==> src/rtl/rr_plogb_flow_ctrl_pkg.sv <==
// Shared types for the packed logging-bus flow controller: FSM states and a saturating add.
// Combinational helpers only; no latency, no backpressure.
package rr_plogb_flow_ctrl_pkg;

    typedef enum logic [2:0] {
        IDLE       = 3'd0,
        RUN        = 3'd1,
        DRAIN      = 3'd2,
        WAIT_EMPTY = 3'd3,
        DONE       = 3'd4
    } state_t;

    // Sum clamps to maxv; callers pass the all-ones value of their own width.
    function automatic logic [63:0] sat_add(input logic [63:0] a,
                                            input logic [63:0] b,
                                            input logic [63:0] maxv);
        logic [64:0] s;
        s = {1'b0, a} + {1'b0, b};
        return (s > {1'b0, maxv}) ? maxv : s[63:0];
    endfunction

endpackage

==> src/rtl/rr_plogb_flow_ctrl_if.sv <==
// Packed-bus side of the flow controller: beat push/length, FIFO pop and almful back-pressure.
// Wires only; almful is registered inside the controller.
interface rr_plogb_flow_ctrl_if #(
    parameter int LEN_WIDTH = 10
);
    logic                 plogb_valid;
    logic [LEN_WIDTH-1:0] plogb_len;
    logic                 fifo_pop;
    logic                 logb_almful;

    modport master (
        output plogb_valid,
        output plogb_len,
        output fifo_pop,
        input  logb_almful
    );

    modport slave (
        input  plogb_valid,
        input  plogb_len,
        input  fifo_pop,
        output logb_almful
    );
endinterface

==> src/rtl/rr_sat_counter.sv <==
// Saturating statistics counter with synchronous clear; clear wins over a same-cycle increment.
// One-cycle update latency, never stalls.
module rr_sat_counter
    import rr_plogb_flow_ctrl_pkg::*;
#(
    parameter int WIDTH     = 32,
    parameter int INC_WIDTH = 1
) (
    input  logic                 clk,
    input  logic                 rst,
    input  logic                 clr,
    input  logic                 inc,
    input  logic [INC_WIDTH-1:0] inc_val,
    output logic [WIDTH-1:0]     cnt
);
    localparam logic [63:0] MAXV = (WIDTH >= 64) ? '1 : ((64'd1 << WIDTH) - 64'd1);

    always_ff @(posedge clk) begin
        if (rst || clr) begin
            cnt <= '0;
        end else if (inc) begin
            cnt <= WIDTH'(sat_add(64'(cnt), 64'(inc_val), MAXV));
        end
    end
endmodule

==> src/rtl/rr_plogb_flow_ctrl.sv <==
// Trace-FIFO occupancy tracker and enable/flush sequencer for the packed logging-bus tree.
// logb_almful is registered (1 cycle after the push that crosses the threshold); flush drains to empty.
module rr_plogb_flow_ctrl
    import rr_plogb_flow_ctrl_pkg::*;
#(
    parameter int FIFO_DEPTH = 64,
    parameter int PIPE_LAT   = 4,
    parameter int MARGIN     = 2,
    parameter int LEN_WIDTH  = 10,
    parameter int CNT_WIDTH  = 32
) (
    input  logic                            clk,
    input  logic                            rst,
    input  logic                            enable,
    input  logic                            flush_req,
    rr_plogb_flow_ctrl_if.slave             bus,
    input  logic                            stat_clr,
    output logic                            flush_done,
    output logic                            busy,
    output logic [$clog2(FIFO_DEPTH+1)-1:0] occ,
    output logic                            overflow_err,
    output logic                            underflow_err,
    output logic                            late_valid_err,
    output logic [CNT_WIDTH-1:0]            beat_cnt,
    output logic [CNT_WIDTH-1:0]            bit_cnt,
    output logic [CNT_WIDTH-1:0]            stall_cnt
);
    localparam int OCC_W  = $clog2(FIFO_DEPTH + 1);
    localparam int THRESH = FIFO_DEPTH - PIPE_LAT - MARGIN;
    localparam int TMR_W  = $clog2(PIPE_LAT + 1);
    localparam int HI_W   = $clog2(PIPE_LAT + 2);

    localparam logic [OCC_W-1:0] DEPTH_V  = OCC_W'(FIFO_DEPTH);
    localparam logic [OCC_W-1:0] THRESH_V = OCC_W'(THRESH);
    localparam logic [TMR_W-1:0] TMR_LOAD = TMR_W'(PIPE_LAT);
    localparam logic [HI_W-1:0]  HI_MAX   = HI_W'(PIPE_LAT + 1);

    generate
        if (THRESH <= 0) begin : g_bad_thresh
            $error("rr_plogb_flow_ctrl: FIFO_DEPTH too small for PIPE_LAT + MARGIN");
        end
    endgenerate

    state_t             state;
    logic               alm_q;
    logic [TMR_W-1:0]   tmr;
    logic [HI_W-1:0]    hi_cnt;
    logic [OCC_W-1:0]   occ_nxt;
    logic               ovf, unf, accept, late_hit;
    logic               push, pop;

    assign push            = bus.plogb_valid;
    assign pop             = bus.fifo_pop;
    assign bus.logb_almful = alm_q;
    assign busy            = (state != IDLE);

    always_comb begin
        occ_nxt = occ;
        ovf     = 1'b0;
        unf     = 1'b0;
        if (push && !pop) begin
            if (occ == DEPTH_V) ovf = 1'b1;
            else                occ_nxt = occ + OCC_W'(1);
        end else if (pop && !push) begin
            if (occ == '0) unf = 1'b1;
            else           occ_nxt = occ - OCC_W'(1);
        end
    end

    assign accept = push && !ovf;
    // hi_cnt counts earlier almful cycles, so a push on the rising cycle sees zero.
    assign late_hit = push && ((state == IDLE) || (alm_q && (hi_cnt == HI_MAX)));

    always_ff @(posedge clk) begin
        if (rst) begin
            state      <= IDLE;
            alm_q      <= 1'b1;
            flush_done <= 1'b0;
            tmr        <= '0;
        end else begin
            alm_q      <= 1'b1;
            flush_done <= 1'b0;
            case (state)
                IDLE: begin
                    if (enable) begin
                        state <= RUN;
                        alm_q <= (occ_nxt >= THRESH_V);
                    end
                end
                RUN: begin
                    if (flush_req || !enable) begin
                        state <= DRAIN;
                        tmr   <= TMR_LOAD;
                    end else begin
                        alm_q <= (occ_nxt >= THRESH_V);
                    end
                end
                DRAIN: begin
                    if (push) begin
                        tmr <= TMR_LOAD;
                    end else if (tmr <= TMR_W'(1)) begin
                        tmr   <= '0;
                        state <= WAIT_EMPTY;
                    end else begin
                        tmr <= tmr - TMR_W'(1);
                    end
                end
                WAIT_EMPTY: begin
                    if (occ == '0) begin
                        state      <= DONE;
                        flush_done <= 1'b1;
                    end
                end
                DONE: begin
                    if (enable) begin
                        state <= RUN;
                        alm_q <= (occ_nxt >= THRESH_V);
                    end else begin
                        state <= IDLE;
                    end
                end
                default: state <= IDLE;
            endcase
        end
    end

    always_ff @(posedge clk) begin
        if (rst) begin
            occ            <= '0;
            overflow_err   <= 1'b0;
            underflow_err  <= 1'b0;
            late_valid_err <= 1'b0;
            hi_cnt         <= '0;
        end else begin
            occ <= occ_nxt;
            if (ovf)      overflow_err   <= 1'b1;
            if (unf)      underflow_err  <= 1'b1;
            if (late_hit) late_valid_err <= 1'b1;
            if (!alm_q)                hi_cnt <= '0;
            else if (hi_cnt != HI_MAX) hi_cnt <= hi_cnt + HI_W'(1);
        end
    end

    rr_sat_counter #(.WIDTH(CNT_WIDTH), .INC_WIDTH(1)) u_beat_cnt (
        .clk     (clk),
        .rst     (rst),
        .clr     (stat_clr),
        .inc     (accept),
        .inc_val (1'b1),
        .cnt     (beat_cnt)
    );

    rr_sat_counter #(.WIDTH(CNT_WIDTH), .INC_WIDTH(LEN_WIDTH)) u_bit_cnt (
        .clk     (clk),
        .rst     (rst),
        .clr     (stat_clr),
        .inc     (accept),
        .inc_val (bus.plogb_len),
        .cnt     (bit_cnt)
    );

    rr_sat_counter #(.WIDTH(CNT_WIDTH), .INC_WIDTH(1)) u_stall_cnt (
        .clk     (clk),
        .rst     (rst),
        .clr     (stat_clr),
        .inc     ((state == RUN) && alm_q),
        .inc_val (1'b1),
        .cnt     (stall_cnt)
    );
endmodule

==> src/flat_wrapper.sv <==
// flat-port wrapper written by rule: the top's interface ports become plain ports
module rr_plogb_flow_ctrl_flat import rr_plogb_flow_ctrl_pkg::*;
#(
    parameter int FIFO_DEPTH = 64,
    parameter int PIPE_LAT   = 4,
    parameter int MARGIN     = 2,
    parameter int LEN_WIDTH  = 10,
    parameter int CNT_WIDTH  = 32
)
  (clk, rst, enable, flush_req, stat_clr, flush_done, busy, occ, overflow_err, underflow_err, late_valid_err, beat_cnt, bit_cnt, stall_cnt, bus_plogb_valid, bus_plogb_len, bus_fifo_pop, bus_logb_almful);
  rr_plogb_flow_ctrl_if #(.LEN_WIDTH(LEN_WIDTH)) bus_i ();
  input  logic clk;
  input  logic rst;
  input  logic enable;
  input  logic flush_req;
  input  logic stat_clr;
  output logic flush_done;
  output logic busy;
  output logic [$clog2(FIFO_DEPTH+1)-1:0] occ;
  output logic overflow_err;
  output logic underflow_err;
  output logic late_valid_err;
  output logic [CNT_WIDTH-1:0] beat_cnt;
  output logic [CNT_WIDTH-1:0] bit_cnt;
  output logic [CNT_WIDTH-1:0] stall_cnt;
  input wire logic [$bits(bus_i.plogb_valid)-1:0] bus_plogb_valid;
  input wire logic [$bits(bus_i.plogb_len)-1:0] bus_plogb_len;
  input wire logic [$bits(bus_i.fifo_pop)-1:0] bus_fifo_pop;
  output wire logic [$bits(bus_i.logb_almful)-1:0] bus_logb_almful;
  assign bus_i.plogb_valid = bus_plogb_valid;
  assign bus_i.plogb_len = bus_plogb_len;
  assign bus_i.fifo_pop = bus_fifo_pop;
  assign bus_logb_almful = bus_i.logb_almful;
  rr_plogb_flow_ctrl #(.FIFO_DEPTH(FIFO_DEPTH), .PIPE_LAT(PIPE_LAT), .MARGIN(MARGIN), .LEN_WIDTH(LEN_WIDTH), .CNT_WIDTH(CNT_WIDTH)) u_core (.clk(clk), .rst(rst), .enable(enable), .flush_req(flush_req), .bus(bus_i), .stat_clr(stat_clr), .flush_done(flush_done), .busy(busy), .occ(occ), .overflow_err(overflow_err), .underflow_err(underflow_err), .late_valid_err(late_valid_err), .beat_cnt(beat_cnt), .bit_cnt(bit_cnt), .stall_cnt(stall_cnt));
endmodule
==> config.mk <==
export PLATFORM = sky130hd
export DESIGN_NAME = rr_plogb_flow_ctrl_flat
export DESIGN_NICKNAME = d
export VERILOG_FILES = /design/src/rtl/rr_plogb_flow_ctrl_pkg.sv /design/src/rtl/rr_plogb_flow_ctrl_if.sv /design/src/rtl/rr_sat_counter.sv /design/src/rtl/rr_plogb_flow_ctrl.sv /design/src/flat_wrapper.sv
export SDC_FILE = /design/constraint.sdc
export NUM_CORES = 1
export LEC_CHECK = 0
export BUFFER_PORTS_ARGS = -buffer_cell sky130_fd_sc_hd__buf_2
export CORE_UTILIZATION = 43
export CTS_CLUSTER_SIZE = 25
export DETAILED_ROUTE_END_ITERATION = 10
export GPL_ROUTABILITY_DRIVEN = 0
export GPL_TIMING_DRIVEN = 0
export PLACE_DENSITY = 0.73
export SLEW_MARGIN = 30
export SYNTH_ARGS = -nofsm -noshare
export SYNTH_HDL_FRONTEND = slang
export SYNTH_SLANG_ARGS = --single-unit
==> constraint.sdc <==
create_clock -name clk -period 3.1 [get_ports clk]
set_input_delay 0.62 -clock clk [delete_from_list [all_inputs] [get_ports clk]]
set_output_delay 0.62 -clock clk [all_outputs]
set_load 0.05 [all_outputs]
* Word-level counts from Yosys, hierarchy flattened
Cells that the tools add are included.
** Cells by class
- Add/subtract/negate cells :: 7
- $lt $le $gt $ge :: 5
- Eq/ne operators :: 12
- Muxes and demuxes :: 26
- Bitwise gates (word level) :: 2
- Reductions and logical operators :: 22
** Operators by type and width (number)
- $gt A33 B32 Y1 const B :: 3
- $mux W32 :: 3
- $add A32 B1 Y33 const B :: 2
- $add A32 B10 Y33 :: 1
- $mux W7 :: 4
- $mux W3 :: 8
- $pmux W3 S5 :: 1
- $mux W1 :: 8
- $add A7 B1 Y7 const B :: 1
- $eq A7 B7 Y1 const B :: 1
- $ge A7 B6 Y1 const B :: 1
- $logic_not A7 Y1 :: 1
- $sub A7 B1 Y7 const B :: 1
- $eq A3 B2 Y1 const B :: 2
- $eq A3 B3 Y1 const B :: 2
- $logic_and A1 B1 Y1 :: 6
- $ne A2 B1 Y1 const B :: 3
- $pmux W3 S2 :: 1
- $reduce_or A2 Y1 :: 3
- $reduce_and A5 Y1 :: 1
- $logic_not A1 Y1 :: 4
- $ne A2 B2 Y1 const B :: 2
- $add A3 B1 Y3 const B :: 1
- $eq A3 B1 Y1 const B :: 1
- other kinds (10) :: 13
** Storage, ports and cells
- Flip-flop bits (word level) :: 117
- Word-level logic and storage cells :: 86

* Depth between registers and ports, before layout
Gate-level depths: netlist of the first run.
- Word-level depth :: 7
- Mapped depth :: 13

* Cells and area by module
Synthesis of the first run repeated with hierarchy kept, for this count alone.
** Unflattened totals
- Cell total of the unflattened synthesis :: 818
- Area, all modules :: 6867.8 sq um
** By module, submodules not included
- rr_sat_counter (u_core.u_beat_cnt ...) :: instances 2, cells an instance 211, area each 1781.7 sq um
- rr_sat_counter (u_core.u_bit_cnt) :: instances 1, cells an instance 237, area each 2006.9 sq um
- rr_plogb_flow_ctrl :: instances 1, cells an instance 159, area each 1297.5 sq um

* Worst setup path after synthesis of the first run
OpenSTA, ideal clock, no wires.
- Kind :: register to register
- Start point :: reg u_core.u_stall_cnt.cnt[0]
- End point :: reg u_core.u_stall_cnt.cnt[14]
- Data arrival time :: 3284 ps
- Data required time :: 3012 ps
- Path slack :: -272 ps
- Stages on the path, launching flop included :: 12
- Path buffers :: 2
- Clock period less this slack :: 3372 ps
- Cells stage by stage :: dfxtp_1 ha_1 and4_1 nand4_4 nor3_1 xor2_1 nand4_1 or4b_1 buf_6 and2_4 buf_6 a311oi_2
** Between the ends
- Longest elaborated chain between the ends :: 3
** Ends and longest elaborated chain
- start: declaration :: line rr_sat_counter.sv:14 : output logic [WIDTH-1:0] cnt
- start signal: assignment :: line rr_sat_counter.sv:22 : cnt <= WIDTH'(sat_add(64'(cnt), 64'(inc_val), MAXV));
- $add A32 B1 Y33 * :: line rr_plogb_flow_ctrl_pkg.sv:18 : s = {1'b0, a} + {1'b0, b};
- $gt A33 B32 Y1 :: line rr_plogb_flow_ctrl_pkg.sv:19 : return (s > {1'b0, maxv}) ? maxv : s[63:0];
- $mux W32 * :: line rr_plogb_flow_ctrl_pkg.sv:19
Every way passes the cells marked *; elsewhere a longest branch is shown, timed or not.
A chain may end at the register's enable or synchronous reset.

* Final worst setup path of the first run
- Start point :: reg u_core.u_stall_cnt.cnt[8]
- End point :: reg u_core.u_stall_cnt.cnt[12]
The elaborated chain is that of the path after synthesis.

==> qor.csv, run 1 <==
metric,value,unit
drv_cap,0,
cts_root_buffer,clkbuf_16,
grt_use_total,26.1,%
finalMaxSlewViolations,0,
hold_buffers,0,
path_class,flip-flop to flip-flop,
core,16600,um2
ys_seq_elements,117,
async_reset_ff_share,0,%
initial_core_util,44.1,%
rsz0062_at_grt,true,
wl_per_cell,17.3,um
post-dp-hpwl,16400,um
nFillCells,1561,
antenna_found_initial,0,
clk_pin_slew,0.05,ns
crit_arrival,3.43,ns
ir_drop,0.412,mV
synth_edf_count,0,
period_share,99.9,%
yosysWarningCount,0,
drtIter0Drc,1010,
grt_max_degree,17,
die-area,17600,um2
antenna_cells,0,
vias,8067,
skew,0.00630,ns
fin_crit,3.10,ns
crit_fanout,10,
rows,47,
clk_latency,0.42,ns
wl,23400,um
grt_pass1_wl,36800,um
antenna_left,0,
synthFlopType,dfxtp_1,
cts_tree,built,
ys_seq_area_share,31.9,%
htreeDepth,4,
p_leak,3.68,nW
cp-end-kind,flip-flop,
yosysTopAreaCellShare,31.9,%
hold_viol,0,
crit_chain,buf_6 -> nand4_1 -> nor4_4 -> a31oi_1 -> nor4_2 -> nand4_1 -> or4b_1 -> buf_6 -> and2_4 -> buf_12 -> a311oi_2,
synth_cells,956,
clockBufferDepth,2,
slew_headroom,37.0,%
max_freq,323,MHz
setup_tns,0,ns
final_nets,1157,
mappedNetlistArea,7340,um2
drive_gt1_share,23.5,%
setup_ws,0.00401,ns
power_per_cell_area,467,nW/um2
grt_pass1_vias,7258,
syn_nets,994,
grt.overflow.total,0,
crit_path_max_incr_delay,0.53,ns
status,completed,
numPortBuffers,125,
numCtsBuffers,17,
start_kind,flip-flop,
pre_cts_slack,-0.477,ns
die_h,133,um
worst_pin_slew,0.944,ns
route.detailed.drc,0,
p_total,4.29,mW
areaGrowthSynthToFinish,25.3,%
io_pins,126,
required,3.43,ns
drtPass1Iterations,7,
crit_slowest_cell,or4b_1,
cts.sinks,117,
syn_avg_cell_area,7.67,um2
via_per_inst,5.97,
setup_violations,0,
yosysTopAreaCell,dfxtp_1,
die_x,133,um
hold_class,flip-flop to flip-flop,
ys_types,79,
synth_area_leaders,"dfxtp_1 32%, nor2_1 5.6%, a21oi_1 4.8%, o21ai_0 4.4%, nand2_1 3.6%",
## per-layer routing
metal / routed length (um) / up-vias / GRT usage [%]
met5: 0 / - / 0
met4: 641 / 0 / 11.0
met3: 2100 / 53 / 6.09
met2: 10900 / 418 / 42.1
met1: 9760 / 3694 / 33.3
li1: - / 3902 / -
## cells in the mapped netlist (all sizes together), types with 19 or more instances
master    n
xor2     22
nand2    71
buf      19
o21ai    66
a21oi    71
nand3    54
nor2    110
and3     29
ha       20
a31oi    37
inv      26
nand4    28
nor3     48
dfxtp   117
clkbuf   34
## registers in the layout, summed over array words and instances (netlist names)
signal	flops
u_core.bus.logb_almful	1
u_core.flush_done	1
u_core.hi_cnt	3
u_core.late_valid_err	1
u_core.occ	7
u_core.overflow_err	1
u_core.state	3
u_core.tmr	3
u_core.u_beat_cnt.cnt	32
u_core.u_bit_cnt.cnt	32
u_core.u_stall_cnt.cnt	32
u_core.underflow_err	1
## final timing paths
check	end	slack, ns	startpoint	depth (start not counted)
worst max-delay path	u_core.u_stall_cnt.cnt[12]$_SDFFE_PP0P_	0.004	u_core.u_stall_cnt.cnt[8]$_SDFFE_PP0P_	11
worst min-delay path	u_core.underflow_err$_SDFFE_PP0P_	0.45	u_core.underflow_err$_SDFFE_PP0P_	2
worst max register to register	u_core.u_stall_cnt.cnt[12]$_SDFFE_PP0P_	0.004	u_core.u_stall_cnt.cnt[8]$_SDFFE_PP0P_	11
worst min register to register	u_core.underflow_err$_SDFFE_PP0P_	0.45	u_core.underflow_err$_SDFFE_PP0P_	2
## worst max-delay path: cells and delay by family (launching register included)
kind,cells,cell delay (ns)
compound gates,2,0.41
buf+inv,3,0.42
flops,1,0.33
simple gates,6,1.84
## where the power goes
group	switching, mW	total, mW	internal, mW
sequential	0.0670	1.62	1.55
combinational	0.472	0.675	0.203
clock	0.709	1.99	1.28
total	1.25	4.29	3.04
## logic make-up after synthesis
family | count (synthesis) | synth area share [%]
compound gates | 263 | 23.0
xor+xnor | 34 | 4.16
fa+ha+maj | 21 | 3.68
buf+inv | 80 | 5.10
flops | 117 | 31.9
mux | 4 | 0.580
simple gates | 437 | 31.5
## timing repair
| action | 4_1_cts | 5_1_grt |
|---|---|---|
| pin swaps | 7 | 14 |
| cloned | 1 | 0 |
| buffers inserted | 7 | 16 |
| setup endpoints to repair | 48 | 55 |
| resized for setup | 14 | 26 |
## layout make-up
| type | instances | area (um2) | area share (%) |
|---|---|---|---|
| buffer | 49 | 268 | 2.91 |
| inverter | 26 | 97.6 | 1.06 |
| multi-input combinational | 760 | 4780 | 52.0 |
| timing repair buffer | 148 | 798 | 8.68 |
| clock buffer | 24 | 502 | 5.46 |
| tap | 220 | 275 | 2.99 |
| clock inverter | 8 | 96.3 | 1.05 |
| sequential | 117 | 2380 | 25.9 |
## cell usage in the layout, fill, tap and decap left out, types with 28 or more instances in the layout
cell type  count
nand3_1       52
and3_1        28
nor2_1       109
a21oi_1       70
a31oi_1       37
buf_4         28
nor3_1        44
clkbuf_1      32
nand2_1       71
dfxtp_1       96
o21ai_0       64
buf_2        130
## metrics by stage
stage                     instance area (um2)  util (%)  instances  hold slack, ns
after detailed placement                 8270      49.7       1301           0.442
after global routing                     9190      55.2       1352           0.492
after floorplan                          7360         -        956           0.486
after CTS                                9000      54.1       1340           0.450
after global placement                   8270      49.7       1301           0.434
final                                    9190      55.2       1352           0.448
(Power assumes the default switching activity.)
==> run 2, diff against run 1 <==
PLACE_DENSITY = 0.69   (was 0.73)
==> run 2 against run 1 <==
Effect of this change: die area did not move; first-iteration DRC count fell by 6.6%; clock-buffer cell count fell by 3; worst hold slack improved by 0.014 ns; sequential cell count did not move; sequential share of layout area barely moved; critical endpoint is now u_core.u_stall_cnt.cnt[14]$_SDFFE_PP0P_; highest routed layer unchanged.
==> qor.csv, run 2 (synthesis gave the netlist of run 1 again) <==
metric,value,unit
utilization,55.4,%
status,completed,
antenna_found_initial,1,
place_inst,1301,
final_cell_mix,"129 x buf_2, 108 x nor2_1, 92 x dfxtp_1",
reg_top3,"u_core.u_beat_cnt.cnt: 32 flops, u_core.u_bit_cnt.cnt: 32 flops, u_core.u_stall_cnt.cnt: 32 flops",
die-area,17600,um2
cts.sinks,117,
skew,0.00858,ns
htreeDepth,4,
via_per_inst,6.02,
io_pins,126,
die_x,133,um
post-dp-hpwl,16600,um
crit_arrival,3.36,ns
final_nets,1154,
grt_pass1_wl,37700,um
grt.overflow.total,0,
cp-end-kind,flip-flop,
cts_root_buffer,clkbuf_16,
vias,8123,
clockBufferDepth,2,
fin_cells,1350,
required,3.43,ns
areaGrowthSynthToFinish,25.7,%
start_kind,flip-flop,
power_per_cell_area,471,nW/um2
ir_drop,0.401,mV
grt_pass1_vias,7364,
setup_violations,0,
finalMaxSlewViolations,0,
mostFrequentLayoutCell,buf_2,
numPortBuffers,125,
numCtsBuffers,17,
drv_cap,0,
clk_pin_slew,0.06,ns
slew_headroom,43.1,%
p_leak,3.67,nW
die_h,133,um
rows,47,
hold_buffers,0,
place_area,8270,um2
final_area,9220,um2
path_class,flip-flop to flip-flop,
core,16600,um2
hold_viol,0,
hold_class,flip-flop to flip-flop,
drtIter0Drc,943,
route.detailed.drc,0,
max_freq,329,MHz
pre_cts_slack,-0.519,ns
fin_crit,3.04,ns
drtPass1Iterations,6,
grt_max_degree,17,
worst_pin_slew,0.853,ns
drive_gt1_share,24.1,%
grt_use_total,27.1,%
cts_tree,built,
antenna_left,0,
crit_fanout,10,
setup_ws,0.0630,ns
wl,23800,um
setup_tns,0,ns
initial_core_util,44.1,%
clk_latency,0.43,ns
wl_per_cell,17.6,um
period_share,98.0,%
==> run 2: changes by cell type in the layout (fill, tap and decap cells not counted), moves of 2 or more <==
cell        change
dfxtp_2         +3
buf_4           -3
clkinvlp_4      +3
dfxtp_1         -4
clkbuf_8        -4
buf_6           +2
nor4_2          -2
clkbuf_16       +2
==> run 2: final cells by class <==
class / count / area [um2]
diodes: 1 / 2.50
clock inverters: 11 / 119
inverters: 26 / 97.6
multi-input cells: 759 / 4790
flip-flops and latches: 117 / 2390
repair buffers: 147 / 791
plain buffers: 48 / 265
well taps: 220 / 275
clock buffers: 21 / 493
fillers: 1578 / 7420
==> run 2: path summary, 6_finish.rpt <==
check	endpoint	slack, ns	cells after the start	from
max reg2reg	u_core.u_stall_cnt.cnt[14]$_SDFFE_PP0P_	0.06	12	u_core.u_stall_cnt.cnt[0]$_SDFFE_PP0P_
min reg2reg	u_core.late_valid_err$_SDFFE_PP0P_	0.46	2	u_core.late_valid_err$_SDFFE_PP0P_
max	u_core.u_stall_cnt.cnt[14]$_SDFFE_PP0P_	0.06	12	u_core.u_stall_cnt.cnt[0]$_SDFFE_PP0P_
min	u_core.late_valid_err$_SDFFE_PP0P_	0.46	2	u_core.late_valid_err$_SDFFE_PP0P_
==> run 2: timing repair <==
action                     in CTS  in global routing
pin swaps                       5                 11
setup buffers                   9                 13
setup endpoints to repair      48                 48
gates resized for setup        17                 34
==> run 2: power breakdown <==
group          switching [mW]  internal (mW)
Sequential             0.0676           1.55
Clock                   0.745           1.29
Combinational           0.479          0.202
Total                    1.29           3.05
==> run 2: per-layer routing <==
layer	wire [um]	GRT usage [%]
met2	11000	43.3
met5	0	0
met4	682	11.7
met1	10100	35.0
met3	1920	5.94
==> run 2: stage by stage <==
stage	total power, mW	hold WS [ns]
after global routing	4.50	0.474
after detailed placement	2.31	0.455
final	4.34	0.462
after floorplan	2.13	0.486
after CTS	4.35	0.468
after global placement	2.30	0.435
==> run 2: critical path, stage by stage, from the launching register on <==
cell and delay [ns]:
dfxtp_4 0.37, ha_4 0.18, and4_4 0.21, and4_1 0.21, buf_6 0.14, a21boi_0 0.20
o211a_1 0.18, o2111ai_1 0.14, or4b_1 0.57, buf_6 0.15, and2_4 0.18, buf_8 0.16
a311oi_2 0.25
